$ cat config.mk
export PLATFORM = sky130hd
export DESIGN_NAME = pc_redirect_unit
export DESIGN_NICKNAME = d
export VERILOG_FILES = /design/src/rtl/pc_redirect_unit.sv
export SDC_FILE = /design/constraint.sdc
export NUM_CORES = 1
export LEC_CHECK = 0
export CAP_MARGIN = 0
export CORE_AREA = 5 5 110 112
export DETAILED_ROUTE_END_ITERATION = 10
export DIE_AREA = 0 0 115 117
export PLACE_DENSITY = 0.76
export SYNTH_ARGS = -nofsm -noshare
export SYNTH_HDL_FRONTEND = slang
export SYNTH_SLANG_ARGS = --single-unit
export TNS_END_PERCENT = 50
$ cat constraint.sdc
create_clock -name Clk -period 2 [get_ports Clk]
set_input_delay 0.4 -clock Clk [delete_from_list [all_inputs] [get_ports Clk]]
set_output_delay 0.4 -clock Clk [all_outputs]
set_load 0.02 [all_outputs]
$ cat src/rtl/pc_redirect_unit.sv
// Fetch PC owner: picks the next PC from PC+4, an ID jump or an EX branch.
// It also drives the IF/ID flush strobes and holds a redirect that arrives during a stall.
module pc_redirect_unit #(
    parameter int unsigned          PC_W     = 32,
    parameter logic [PC_W-1:0]      RESET_PC = '0
) (
    input  logic            Clk,
    input  logic            Rst,
    input  logic            Stall,
    input  logic            JumpValid,
    input  logic [PC_W-1:0] JumpAddress,
    input  logic            BranchValid,
    input  logic [PC_W-1:0] BranchAddress,
    output logic [PC_W-1:0] PCResult,
    output logic [PC_W-1:0] PCPlus4,
    output logic            FlushIF,
    output logic            FlushID,
    output logic            RedirectPending,
    output logic            AlignErr
);

    typedef enum logic {
        ST_RUN  = 1'b0,
        ST_HOLD = 1'b1
    } state_t;

    state_t            state_q, state_d;
    logic [PC_W-1:0]   pc_q, pc_d;
    logic [PC_W-1:0]   pend_addr_q, pend_addr_d;
    logic              pend_br_q, pend_br_d;

    logic              req_any;
    logic              req_br;
    logic [PC_W-1:0]   req_addr;
    logic [PC_W-1:0]   pc_plus4;
    logic              apply;
    logic              apply_br;
    logic [PC_W-1:0]   apply_addr;

    // The branch is the older instruction, so it wins and the jump is on the wrong path
    always_comb begin
        req_any  = BranchValid | JumpValid;
        req_br   = BranchValid;
        req_addr = BranchValid ? BranchAddress : JumpAddress;
        pc_plus4 = pc_q + PC_W'(4);
    end

    // Next-state, next-PC and pending-redirect bookkeeping
    always_comb begin
        state_d     = state_q;
        pc_d        = pc_q;
        pend_addr_d = pend_addr_q;
        pend_br_d   = pend_br_q;
        apply       = 1'b0;
        apply_br    = 1'b0;
        apply_addr  = '0;

        case (state_q)
            ST_RUN: begin
                if (!Stall) begin
                    if (req_any) begin
                        apply      = 1'b1;
                        apply_br   = req_br;
                        apply_addr = req_addr;
                    end else begin
                        pc_d = pc_plus4;
                    end
                end else if (req_any) begin
                    pend_addr_d = req_addr;
                    pend_br_d   = req_br;
                    state_d     = ST_HOLD;
                end
            end
            ST_HOLD: begin
                if (Stall) begin
                    // A pending branch can only be displaced by a younger-path-free branch
                    if (BranchValid) begin
                        pend_addr_d = BranchAddress;
                        pend_br_d   = 1'b1;
                    end else if (JumpValid && !pend_br_q) begin
                        pend_addr_d = JumpAddress;
                        pend_br_d   = 1'b0;
                    end
                end else begin
                    apply   = 1'b1;
                    state_d = ST_RUN;
                    if (BranchValid) begin
                        apply_br   = 1'b1;
                        apply_addr = BranchAddress;
                    end else if (JumpValid && !pend_br_q) begin
                        apply_br   = 1'b0;
                        apply_addr = JumpAddress;
                    end else begin
                        apply_br   = pend_br_q;
                        apply_addr = pend_addr_q;
                    end
                    pend_addr_d = '0;
                    pend_br_d   = 1'b0;
                end
            end
            default: begin
                state_d = ST_RUN;
            end
        endcase

        if (apply) begin
            pc_d = apply_addr & ~PC_W'(3);
        end
    end

    // State, PC and pending-target registers
    always_ff @(posedge Clk or negedge Rst) begin
        if (!Rst) begin
            state_q     <= ST_RUN;
            pc_q        <= RESET_PC;
            pend_addr_q <= '0;
            pend_br_q   <= 1'b0;
        end else begin
            state_q     <= state_d;
            pc_q        <= pc_d;
            pend_addr_q <= pend_addr_d;
            pend_br_q   <= pend_br_d;
        end
    end

    // Output drive; flush and alignment strobes track the cycle a target is applied
    always_comb begin
        PCResult        = pc_q;
        PCPlus4         = pc_plus4;
        FlushIF         = apply;
        FlushID         = apply & apply_br;
        AlignErr        = apply & (|apply_addr[1:0]);
        RedirectPending = (state_q == ST_HOLD);
    end

endmodule

After elaboration in Yosys (flattened, before gate mapping)
Index checks and enable logic that the tools add are counted.

Divide/modulo/power cells: 0. Bitwise operators: 4. Multiply operators: 0. Muxes and demuxes: 32. Magnitude comparators: 0. Eq/ne operators: 5. Shifts and indexed selects: 0. Add/sub/neg operators: 1. Reduce and logical (&&, ||, !) cells: 5.

Operator list (number): 32-bit two-way mux (13); 32-bit one-hot mux with 2 select lines (2); 32-bit by 3-bit adder with 32-bit output, second input constant (1); 1-bit two-way mux (13); 1-bit one-hot mux with 2 select lines (4); 2-bit by 1-bit != test with 1-bit output, second input constant (3); 2-bit != test, second input constant (2); 3-bit AND reduction (1); 1-bit bitwise AND (2); 2-bit AND reduction (1); 2-bit OR reduction (1); 1-bit logical AND (1); 1-bit zero test (1); 1-bit inverter (1); 1-bit bitwise OR (1).

Memories: 0. Flip-flop bits (word level): 66. ROM bits: 0. Bits in latches: 0. Word-level logic and storage cells: 51. Bits in writable memories: 0. Input port bits: 69.

Depth between registers and ports, before layout
Word-level depth: 8. Depth in mapped cells: 8. Depth with buffers taken out: 7.

Least setup slack after synthesis
OpenSTA, ideal clock, no wires.

Path kind: flip-flop to output port. Start point: register pc_q[2] (netlist: PCResult[2]). End point: output PCPlus4[26]. Arrival: 2108 ps. Path slack: -508 ps. Data required time: 1600 ps. Stages on the path, launching flop included: 7. Path through: dfrtp_1 > ha_1 > and4_1 > buf_2 > nand4_1 > or3_4 > xnor2_1.

Cells in the longest elaborated chain, start to end: 1.

Ends and longest elaborated chain: start: declaration (line 28) `logic [PC_W-1:0] pc_q, pc_d;`; start signal: assignment (line 120) `pc_q <= pc_d;`; 32-bit by 3-bit adder with 32-bit output (line 45) `pc_plus4 = pc_q + PC_W'(4);`; end: declaration (line 15) `output logic [PC_W-1:0] PCPlus4,`.

No other way between the ends.

Final worst setup path
Start point: register pc_q[15] (netlist: PCResult[15]). End point: output PCPlus4[31].

The elaborated chain is that of the path after synthesis.

==> summary.txt <==
Post-synthesis cell area -> 4670 µm²
Crit Path Max Fanout -> 3
Status -> finished, violations left
Fill count -> 769
P per Cell Area -> 692 nW/µm²
Sequential share of the synthesized area -> 34.3%
Overall power -> 5.68 mW
Final number of setup-violating endpoints -> 40
Max-cap violation count -> 0
PortBufs -> 132
Top Ports -> 137
CTS Root Buffer Type -> clkbuf_16
Iter 0 DRT Violations -> 761
CTS tree -> built
CTS sink count -> 64
Vias in the first global route -> 6033
WL final -> 22000 µm
Wire per inst -> 22.0 µm
Fraction of registers with async set/reset -> 100%
Worst skew pair latency -> 0.34 ns
Initial Util -> 42.0%
H-Tree Level Count -> 3
Initial antenna violation count -> 0
EDFF count, synth -> 0
Gpl congestion -> 0.954
Failing checks -> setup timing
Count leader, synth -> nand2_1
Final HPWL DP -> 13600 µm
Element type at the critical path start -> flip-flop
LEAKAGE -> 3.67 nW
Final worst path period need -> 2.45 ns
Fin Clk Skew -> 0.0127 ns
Vias per std cell -> 6.31
Core Footprint -> 11100 µm²
WHS -> 0.0688 ns
Chip height -> 117 µm
Achievable frequency -> 407 MHz
Cells after synthesis -> 577
Kind of critical path -> reg -> out
GRT overflow -> 0
Synth area leader -> dfrtp_1
Non-filler cells, final -> 998
# rows -> 39
Count of cell types in the netlist -> 64
Peak supply drop -> 428 µV
Drt drc -> 0
Final WS setup -> -0.454 ns
Post-synth top area share -> 34.3%
R2R depth -> 9
R2r endpoint -> PCResult[17]
Die W -> 115 µm
Via count -> 6294
DP Cell Count -> 936
Synth Warn # -> 0
Die area -> 13500 µm²
CP startpoint -> PCResult[15]
Hold Fails Final Rpt -> 0
Relative slew margins -> 64.7%
Share of cells above drive strength 1 -> 37.2%
N_diodes -> 0
Crit end category -> output port
GRT Resource Usage Total -> 29.0%
# nets final -> 920
Top cells by area, synth -> dfrtp_1, nand2_1, o21ai_0
Commonest cells post-synth -> nand2_1, dfrtp_1, o21ai_0
First-pass GRT wire length -> 30800 µm
Post-Syn Area per Cell -> 8.10 µm²
Maximum number of pins on one net before global-route repair -> 65
Yosys reg bits -> 64
Post-cts hold buffer count -> 0
ANT nets after route -> 0
R2R Setup Slk -> -0.18 ns
Leading register cell type out of synthesis -> dfrtp_1
Clk buf depth -> 2
Crit Reg-Reg Startpoint -> PCResult[13]
Unrepaired setup endpoints after global routing -> true
Fin. max-slew vios -> 0
Worst-path clk slew -> 0.06 ns
Iteration count of the initial detailed-routing pass -> 6
Critical Path RT -> 1.60 ns
Final Cycle Share -> 123%
Hold WC Path Type -> in -> async
Number of CTS-inserted buffers -> 9
Layout area overhead -> 75.6%
Worst-Margin Slew -> 0.526 ns
Final TNS setup -> -8.12 ns
CP arrival -> 2.05 ns
## stage by stage
| stage | cell area [µm²] | setup WS, ns | utilization, % |
|---|---|---|---|
| 2_1_floorplan | 4860 | -0.171 | - |
| 3_3_place_gp | 7170 | -0.614 | 64.4 |
| 3_5_place_dp | 7170 | -0.725 | 64.4 |
| 4_1_cts | 7850 | -0.383 | 70.6 |
| 5_1_grt | 8210 | -0.527 | 73.8 |
| 6_report | 8210 | -0.454 | 73.8 |
## metal layers
metal	vias up	part of all wire, %	GRT usage (%)
met3	104	10	5.50
met5	-	0	0
met1	2960	37	35.4
met2	525	49	50.0
li1	2705	-	-
met4	0	4.9	12.8
## flip-flops by register name, summed over array words and instances, names as in the netlist
name             cells
RedirectPending      1
pend_br_q            1
PCResult            30
pend_addr_q         32
## cell usage in the layout, fill, tap and decap left out, drive strengths merged, types with 6 or more instances in the layout
master         count
buf              210
clkdlybuf4s50     91
nand2             79
dfrtp             64
o21ai             57
nor2              43
a21oi             35
nand3             19
nor3              17
xnor2             17
mux2i             14
a221oi            14
clkbuf            14
nand4             12
a221o             11
o221ai            11
xor2              11
nor4              10
inv                9
and4               9
a31oi              8
a22o               8
o22ai              8
and3               7
o31ai              6
dlygate4sd2        6
## worst max path at each step
stage                        endpoint  slack [ns]  depth (start not counted)
after floorplan           PCPlus4[26]       -0.17                          6
after global placement       AlignErr       -0.61                          7
after detailed placement     AlignErr       -0.73                          8
after CTS                 PCPlus4[29]       -0.38                          5
after global routing      PCPlus4[17]       -0.53                          6
final                     PCPlus4[31]       -0.45                          6
## worst max-delay path, cell delays in order, from the launching register on
cell     delay (ns)
dfrtp_1        0.40
buf_6          0.13
nand4_1        0.13
or4_4          0.58
nor2_4         0.17
xor2_2         0.16
buf_6          0.14
## logic make-up after synthesis
kind of cell / after synthesis / synth area share, %
XOR/XNOR: 28 / 5.25
flip-flops: 64 / 34.3
AND/OR/NAND/NOR: 211 / 22.8
adder cells (fa/ha/maj): 1 / 0.268
AO/OA/AOI/OAI: 191 / 27.7
buffers and inverters: 64 / 5.97
other: 1 / 0.0802
multiplexers: 17 / 3.72
## power by group
group	switching, mW	internal, mW	total (mW)
Combinational	1.26	1.14	2.40
Clock	0.603	1.03	1.63
Sequential	0.166	1.48	1.65
Total	2.03	3.65	5.68
## cell type report
cell class              instances  area (µm²)  share of cell area, %
multi-input cells             453        3330                   40.5
inverters                      10        37.5                  0.457
well taps                     143         179                   2.18
flip-flops and latches         64        1610                   19.6
clock inverters                 3        40.0                  0.488
repair buffers                312        2750                   33.5
clock buffers                  13         260                   3.17
## what timing repair did
item / 4_1_cts / 5_1_grt
cloned: 1 / 0
endpoints found under the setup margin: 71 / 56
gates resized for setup: 209 / 62
setup buffers: 26 / 27
pin swaps: 37 / 28
Power figures use the tool's default switching activity.
